===== src/rtl/rbus_pkg.sv =====
// Shared types and constants for the register-bus to AXI4-Lite bridge.
// Holds the bridge FSM state encoding, the AXI response codes and the timeout read-back word.
// No logic here; the package only carries typedefs and localparams.
package rbus_pkg;

  typedef enum logic [2:0] {
    IDLE  = 3'd0,
    WADDR = 3'd1,
    WRESP = 3'd2,
    RADDR = 3'd3,
    RDATA = 3'd4
  } rbus_state_t;

  localparam logic [1:0]  RESP_OKAY    = 2'b00;
  localparam logic [1:0]  RESP_SLVERR  = 2'b10;
  localparam logic [1:0]  RESP_DECERR  = 2'b11;

  // Returned on dr when a read is abandoned by the response timeout.
  localparam logic [31:0] TIMEOUT_DATA = 32'hDEADBEEF;

endpackage


===== src/rtl/rbus_axil_bridge.sv =====
// Purpose: turns one-cycle we/re strobes of the simple register bus into single AXI4-Lite write/read transactions.
// Latency: strobe in cycle N, rdy back high in cycle N+3 when the slave answers immediately; longer with slave wait states.
// Backpressure: rdy stays low while a transaction is outstanding; strobes seen outside IDLE are dropped. Optional RBUS_TIMEOUT_EN adds a response timeout.
module rbus_axil_bridge
  import rbus_pkg::*;
#(
  parameter int AXI_AW  = 32,
  parameter int TIMEOUT = 1024
) (
  input  logic              clk,
  input  logic              xreset,
  input  logic [31:0]       adr,
  input  logic              we,
  input  logic              re,
  output logic              rdy,
  input  logic [31:0]       dw,
  output logic [31:0]       dr,
  output logic              err,
  output logic [AXI_AW-1:0] m_awaddr,
  output logic              m_awvalid,
  input  logic              m_awready,
  output logic [31:0]       m_wdata,
  output logic [3:0]        m_wstrb,
  output logic              m_wvalid,
  input  logic              m_wready,
  input  logic [1:0]        m_bresp,
  input  logic              m_bvalid,
  output logic              m_bready,
  output logic [AXI_AW-1:0] m_araddr,
  output logic              m_arvalid,
  input  logic              m_arready,
  input  logic [31:0]       m_rdata,
  input  logic [1:0]        m_rresp,
  input  logic              m_rvalid,
  output logic              m_rready
);

  rbus_state_t       state, state_nxt;
  logic [AXI_AW-1:0] awaddr_nxt, araddr_nxt;
  logic [31:0]       wdata_nxt, dr_nxt;
  logic [3:0]        wstrb_nxt;
  logic              awvalid_nxt, wvalid_nxt, bready_nxt, arvalid_nxt, rready_nxt, err_nxt;

`ifdef RBUS_TIMEOUT_EN
  localparam int TCNT_W = $clog2(TIMEOUT) + 1;
  logic [TCNT_W-1:0] tcnt;

  // Cycles spent outside IDLE; restarts from zero every time the FSM leaves IDLE.
  always_ff @(posedge clk) begin
    if (!xreset || state == IDLE) tcnt <= '0;
    else                          tcnt <= tcnt + 1'b1;
  end
`else
  logic unused_timeout;
  assign unused_timeout = ^TIMEOUT;
`endif

  assign rdy = (state == IDLE);

  // Next state and next values of every registered output; all AXI-facing outputs come straight from flops.
  always_comb begin
    state_nxt   = state;
    awaddr_nxt  = m_awaddr;
    araddr_nxt  = m_araddr;
    wdata_nxt   = m_wdata;
    wstrb_nxt   = m_wstrb;
    dr_nxt      = dr;
    err_nxt     = err;
    awvalid_nxt = m_awvalid;
    wvalid_nxt  = m_wvalid;
    bready_nxt  = m_bready;
    arvalid_nxt = m_arvalid;
    rready_nxt  = m_rready;
    case (state)
      IDLE: begin
        if (we) begin
          awaddr_nxt  = adr[AXI_AW-1:0];
          wdata_nxt   = dw;
          wstrb_nxt   = 4'hF;
          awvalid_nxt = 1'b1;
          wvalid_nxt  = 1'b1;
          state_nxt   = WADDR;
        end else if (re) begin
          araddr_nxt  = adr[AXI_AW-1:0];
          arvalid_nxt = 1'b1;
          state_nxt   = RADDR;
        end
      end
      WADDR: begin
        // AW and W complete independently; a channel already done just stays low.
        if (m_awready) awvalid_nxt = 1'b0;
        if (m_wready)  wvalid_nxt  = 1'b0;
        if (!awvalid_nxt && !wvalid_nxt) begin
          bready_nxt = 1'b1;
          state_nxt  = WRESP;
        end
      end
      WRESP: begin
        if (m_bvalid) begin
          bready_nxt = 1'b0;
          err_nxt    = err | (m_bresp != RESP_OKAY);
          state_nxt  = IDLE;
        end
      end
      RADDR: begin
        if (m_arready) begin
          arvalid_nxt = 1'b0;
          rready_nxt  = 1'b1;
          state_nxt   = RDATA;
        end
      end
      RDATA: begin
        if (m_rvalid) begin
          dr_nxt     = m_rdata;
          err_nxt    = err | (m_rresp != RESP_OKAY);
          rready_nxt = 1'b0;
          state_nxt  = IDLE;
        end
      end
      default: state_nxt = IDLE;
    endcase
`ifdef RBUS_TIMEOUT_EN
    // Give up on a silent slave: drop every handshake signal so a late response is never accepted.
    if (state != IDLE && tcnt == TCNT_W'(TIMEOUT - 1)) begin
      awvalid_nxt = 1'b0;
      wvalid_nxt  = 1'b0;
      bready_nxt  = 1'b0;
      arvalid_nxt = 1'b0;
      rready_nxt  = 1'b0;
      err_nxt     = 1'b1;
      if (state == RADDR || state == RDATA) dr_nxt = TIMEOUT_DATA;
      state_nxt   = IDLE;
    end
`endif
  end

  // State and output registers; reset abandons any transaction in flight.
  always_ff @(posedge clk) begin
    if (!xreset) begin
      state     <= IDLE;
      m_awaddr  <= '0;
      m_araddr  <= '0;
      m_wdata   <= '0;
      m_wstrb   <= '0;
      dr        <= '0;
      err       <= 1'b0;
      m_awvalid <= 1'b0;
      m_wvalid  <= 1'b0;
      m_bready  <= 1'b0;
      m_arvalid <= 1'b0;
      m_rready  <= 1'b0;
    end else begin
      state     <= state_nxt;
      m_awaddr  <= awaddr_nxt;
      m_araddr  <= araddr_nxt;
      m_wdata   <= wdata_nxt;
      m_wstrb   <= wstrb_nxt;
      dr        <= dr_nxt;
      err       <= err_nxt;
      m_awvalid <= awvalid_nxt;
      m_wvalid  <= wvalid_nxt;
      m_bready  <= bready_nxt;
      m_arvalid <= arvalid_nxt;
      m_rready  <= rready_nxt;
    end
  end

endmodule


===== config.mk =====
export PLATFORM = sky130hd
export DESIGN_NAME = rbus_axil_bridge
export DESIGN_NICKNAME = d
export VERILOG_FILES = /design/src/rtl/rbus_pkg.sv /design/src/rtl/rbus_axil_bridge.sv
export SDC_FILE = /design/constraint.sdc
export NUM_CORES = 1
export LEC_CHECK = 0
export CAP_MARGIN = 25
export CELL_PAD_IN_SITES_DETAIL_PLACEMENT = 1
export CELL_PAD_IN_SITES_GLOBAL_PLACEMENT = 1
export CORE_MARGIN = 2
export CORE_UTILIZATION = 29
export DETAILED_ROUTE_END_ITERATION = 8
export GPL_ROUTABILITY_DRIVEN = 0
export PLACE_DENSITY_LB_ADDON = 0.1
export SLEW_MARGIN = 25
export SYNTH_ARGS = -nofsm -noshare
export SYNTH_HDL_FRONTEND = slang
export SYNTH_SLANG_ARGS = --single-unit

===== constraint.sdc =====
create_clock -name clk -period 1.7 [get_ports clk]
set_input_delay 0.255 -clock clk [delete_from_list [all_inputs] [get_ports clk]]
set_output_delay 0.255 -clock clk [all_outputs]
set_load 0.05 [all_outputs]

# Yosys cells after proc, flatten, opt, wreduce, memory -nomap -nowiden

Cells that the tools add are included.

Logic and storage cells: 74
Register bits after elaboration: 138

Reduce and logical (&&, ||, !) cells: 20
Multiplexer cells: 27
Bitwise gates (word level): 3
Eq/ne operators: 12

Operator list:

| kind                                                                   | count |
|---|---|
| 3-bit 2-to-1 mux                                                       | 6 |
| 3-bit one-hot mux with 5 select lines                                  | 1 |
| 1-bit 2-to-1 mux                                                       | 14 |
| 2-bit != test (second input constant)                                  | 7 |
| 2-bit nonzero test                                                     | 7 |
| 1-bit one-hot mux with 2 select lines                                  | 6 |
| 3-bit AND reduction                                                    | 4 |
| 3-bit by 2-bit equality test with 1-bit output (second input constant) | 2 |
| 2-bit AND reduction                                                    | 3 |
| 5-bit AND reduction                                                    | 1 |
| 4-bit AND reduction                                                    | 1 |
| 3-bit by 1-bit equality test with 1-bit output (second input constant) | 1 |
| 3-bit equality test (second input constant)                            | 1 |
| 3-bit zero test                                                        | 1 |
| 3-bit != test (second input constant)                                  | 1 |
| 1-bit zero test                                                        | 2 |
| 1-bit OR                                                               | 2 |
| 1-bit logical AND                                                      | 1 |
| 1-bit NOT                                                              | 1 |

# Longest topological paths before layout

Depth in word-level cells: 6
Depth in mapped cells: 8
Depth with buffers taken out: 4

# Worst setup path after synthesis

OpenSTA, ideal clock, no wires.

Path kind: register to register
Start: reg state[0]
End: reg m_wdata[19]
Arrival time: 1.655 ns
Cell stages (with the launch flop): 7
Data required time: 1.577 ns
Period minus slack after synthesis: 1.777 ns
Path buffers: 2
Library setup time: 0.123 ns
Path slack: -0.077 ns
Path through: dfxtp_1 > buf_2 > nor3_4 > nand2_1 > clkbuf_1 > nand2_1 > a21boi_0

Longest elaborated chain between the ends: 2

RTL lines:

| what                                 | line                    | source |
|---|---|---|
| start, declared                      | rbus_axil_bridge.sv:38  | `rbus_state_t state, state_nxt;` |
| start signal, assigned               | rbus_axil_bridge.sv:153 | `state <= state_nxt;` |
| 3-bit zero test                      | n/a                     |  |
| named net rdy                        | rbus_axil_bridge.sv:15  | `output logic rdy,` |
| 2-bit AND reduction (no source line) | n/a                     |  |
| end signal, assigned                 | rbus_axil_bridge.sv:156 | `m_wdata <= wdata_nxt;` |
| end, declared                        | rbus_axil_bridge.sv:22  | `output logic [31:0] m_wdata,` |

The timed path passes the listed nets, and every way through them passes these cells.
A chain may end at the register's enable or synchronous reset.

# Final worst setup path

Start: reg state[1]
End: out rdy

Longest elaborated chain between the ends: 1

RTL lines:

| what            | line                   | source |
|---|---|---|
| 3-bit zero test | rbus_axil_bridge.sv:58 | `assign rdy = (state == IDLE);` |
| end, declared   | rbus_axil_bridge.sv:15 |  |

Every way passes these cells.

==> flow_results.org <==
** Setup path
- The critical path is of the register to output port type.
- Slowest stage cell on the critical path :: sky130_fd_sc_hd__dfxtp_2
- For the worst setup path, the data arrival time is 1.32 ns.
- STA classifies the critical path startpoint as a register.
- In this design, the stage delay of the slowest critical-path cell is between 0.3 and 0.4 ns.
- Reg-to-Reg Start :: state[1]$_SDFFE_PN0P_
- Kind of end point of the critical path :: output port
- Required time of the critical path :: around 1.4 ns
- Worst setup path startpoint :: state[1]$_SDFFE_PN0P_
- The critical path goes through nor3_4, buf_4, buf_12.
- Largest fanout on the critical path :: 9

** Floorplanning
- between 200 and 250 I/O pins were placed.
- Core ar. :: 17,800 um2
- Floorplan die height :: 139 um
- Floorplan die width :: 139 um
- The die covers around 19,000 um2.
- Initial core utilization :: 0.294
- Core Rows :: 49

** Drt
- Routed wire length :: approximately 17,000 um
- Via Count :: 5,014
- Detail Route Antenna Nets :: 0
- Before antenna repair, the detailed router went through 4 iterations.
- For this run, design rule violations remaining after detail routing come to 0.
- Routed wire per std cell :: ~16 um
- Detailed-route vias per instance :: 4.58
- For this block, the initial DRC count from the detailed router was between 100 and 150.

** Synth
- Library cells used by synthesis :: 25
- The share of the Yosys chip area taken by registers is 0.526.
- During synthesis, Yosys emitted a total of 0 warnings.
- Cell area after synthesis :: 5250 um2
- When the netlist entered floorplanning its net count stood at 729.
- The synthesized design contains around 140 register bits.
- The average instance in the mapped netlist occupies 8.47 um2.
- The cell count after synthesis came out at 620.

** Timing
- Minimum period implied by the final worst setup slack :: 1.57 ns
- Relative max-transition margin :: 0.620
- Setup violations remaining at the end of the flow were counted as 0.
- Between clock sinks in the finished design, the worst skew comes to around 0.0091 ns.
- Of the available clock period, the critical path in the final layout requires 0.926.
- Tightest Pin Transition :: ~0.57 ns
- Setup repair after global routing left no endpoint under its margin.
- The number of slew-limit violations in the final report was 0.
- Timing would allow up to roughly 0.64 GHz.
- Hold timing on the final database bottoms out at a slack of approximately 0.37 ns.
- After routing, the total negative slack on setup checks comes to 0 ns.
- Count of endpoints failing hold in the final timing report :: 0

** Power and ir drop
- LEAKAGE :: 3.29 nW
- In this run the power density over the cells is roughly 1400 nW/um2.
- VDD sags by at most about 730 uV.
- Overall power consumption after layout is estimated at approximately 12 mW.

** Clock network
- For this design, the sink count on the clock tree is about 140.
- Clock-pin slew was measured on the worst setup and hold paths at ~0.060 ns.
- Skew-Pair Late Insertion Delay :: 0.42 ns
- In this run the clock root is driven by a sky130_fd_sc_hd__clkbuf_16.
- Number of levels the H-tree was split into :: 4
- TritonCTS built the clock tree.
- In this run, post-CTS hold repair placed 0 buffers.
- Counting along the longest clock path gives a buffer depth of 2.
- Number of CTS-inserted buffers :: 17

** Final layout
- Most frequent cells in the layout :: sky130_fd_sc_hd__nand2_1, sky130_fd_sc_hd__buf_4, sky130_fd_sc_hd__dfxtp_1
- In the final layout, the share of cells above drive strength 1 is 0.221.
- Compared with the post-synthesis result, the final layout area differs by 56.3%.
- Once layout is complete, the utilization of the core stands at 0.460.
- Once layout is done, the placed cells without fillers occupy slightly above 8000 um2.
- Layout filler cell count :: about 2,100
- Most common cell after layout, fill and taps aside :: sky130_fd_sc_hd__nand2_1
- For this run, the post-layout net count is between 900 and 1,000.
- Diodes inserted :: 0

** Place
- Count of port buffers added during placement :: around 250
- Post-Place Cell Area :: around 7600 um2
- After legalization and detailed placement, the total HPWL measured between 10,000 and 15,000 um.

** Worst hold path
- The worst hold path belongs to the class primary input to register.
- Startpoint of the most critical hold path :: xreset

** Global route
- The number of global-route vias before repair is 5,336.
- Pin count of the biggest net entering global routing :: roughly 140
- Global-route wire length before repair :: about 28,000 um
- The initial antenna violation count was 0.
- In the global route stage, overall resource usage came out at 0.180.
- Global routing finished with a remaining overflow of 0.

** Status
- Outcome :: finished clean

** Run
- The tool flagged a number of max-cap violations equal to 0.
[timing repair]
action	CTS	global route
setup endpoints to repair	1	8
setup buffers	1	0
pin swaps	1	0
endpoints found under the hold margin	0	0
gates resized for setup	0	2
[stage by stage]
| step | setup slack [ns] | std cells |
|---|---|---|
| after floorplan | -0.0480 | 620 |
| after global placement | 0.136 | 1062 |
| after detailed placement | 0.0107 | 1062 |
| after CTS | 0.0460 | 1095 |
| after global routing | 0.0248 | 1095 |
| final | 0.126 | 1095 |
[worst paths after layout]
path / endpoint / slack [ns] / depth (start not counted)
worst max-delay path: rdy / 0.13 / 3
worst min-delay path: m_awvalid$_SDFFE_PN0P_ / 0.37 / 3
worst min register to register: m_araddr[3]$_SDFFE_PN0P_ / 0.46 / 2
worst max register to register: state[0]$_SDFFE_PN0P_ / 0.13 / 5
[synth_stat cells (all sizes together)]
| library cell | number | area, um2 |
|---|---|---|
| nor3b | 1 | 7.51 |
| and3b | 1 | 8.76 |
| nand2 | 266 | 998 |
| nand3 | 4 | 20.0 |
| a21boi | 131 | 983 |
| or3b | 2 | 17.5 |
| and2 | 1 | 6.26 |
| nand2b | 1 | 6.26 |
| nor2b | 6 | 37.5 |
| and3 | 1 | 6.26 |
| o21a | 2 | 15.0 |
| o31ai | 1 | 7.51 |
| clkbuf | 24 | 90.1 |
| o21ai | 2 | 10.0 |
| nand4 | 1 | 6.26 |
| nand3b | 2 | 15.0 |
| dfxtp | 138 | 2760 |
| nor3 | 1 | 16.3 |
| mux2i | 3 | 30.0 |
| a21oi | 5 | 25.0 |
| buf | 24 | 168 |
| nor2 | 3 | 11.3 |
[power breakdown]
group | switching [mW] | total (mW) | internal [mW]
clock | 1.46 | 3.56 | 2.09
sequential | 0.289 | 3.96 | 3.67
combinational | 2.75 | 4.19 | 1.44
total | 4.50 | 11.7 | 7.20
[cells by family (layout without fill, tap and decap cells)]
family / after synthesis / after routing / share of synthesized area
and+or+nand+nor: 290 / 290 / 0.221
AOI/OAI and AO/OA: 141 / 141 / 0.198
DFF: 138 / 138 / 0.526
buffers and inverters: 48 / 294 / 0.0491
muxes: 3 / 3 / 0.00572
[worst max-delay path, delay by kind of cell (launching register included)]
family                 cells  cell delay, ns
flip-flops                 1            0.38
AND/OR/NAND/NOR            1            0.23
buffers and inverters      2            0.30
[sequential cells by signal, indices dropped and copies added, names as in the netlist]
signal	flops
dr	32
err	1
m_araddr	32
m_arvalid	1
m_awaddr	32
m_awvalid	1
m_bready	1
m_rready	1
m_wdata	32
m_wstrb	1
m_wvalid	1
state	3
[layout make-up]
class                   count  area, um2  share of cell area
well taps                 229        287              0.0349
repair buffers            262       2350               0.286
clock inverters            13        120              0.0146
flip-flops and latches    138       2760               0.337
multi-input cells         434       2230               0.272
clock buffers              19        453              0.0552
[routing by layer]
| layer | routed length (um) | vias to the layer above | share of wire | GRT usage |
|---|---|---|---|---|
| li1 | - | 2468 | - | - |
| met2 | 8570 | 145 | 0.50 | 0.315 |
| met5 | 0 | - | 0 | 0 |
| met3 | 1260 | 21 | 0.074 | 0.0666 |
| met4 | 333 | 0 | 0.019 | 0.0634 |
| met1 | 6930 | 2380 | 0.41 | 0.202 |
Power figures use the tool's default switching activity.
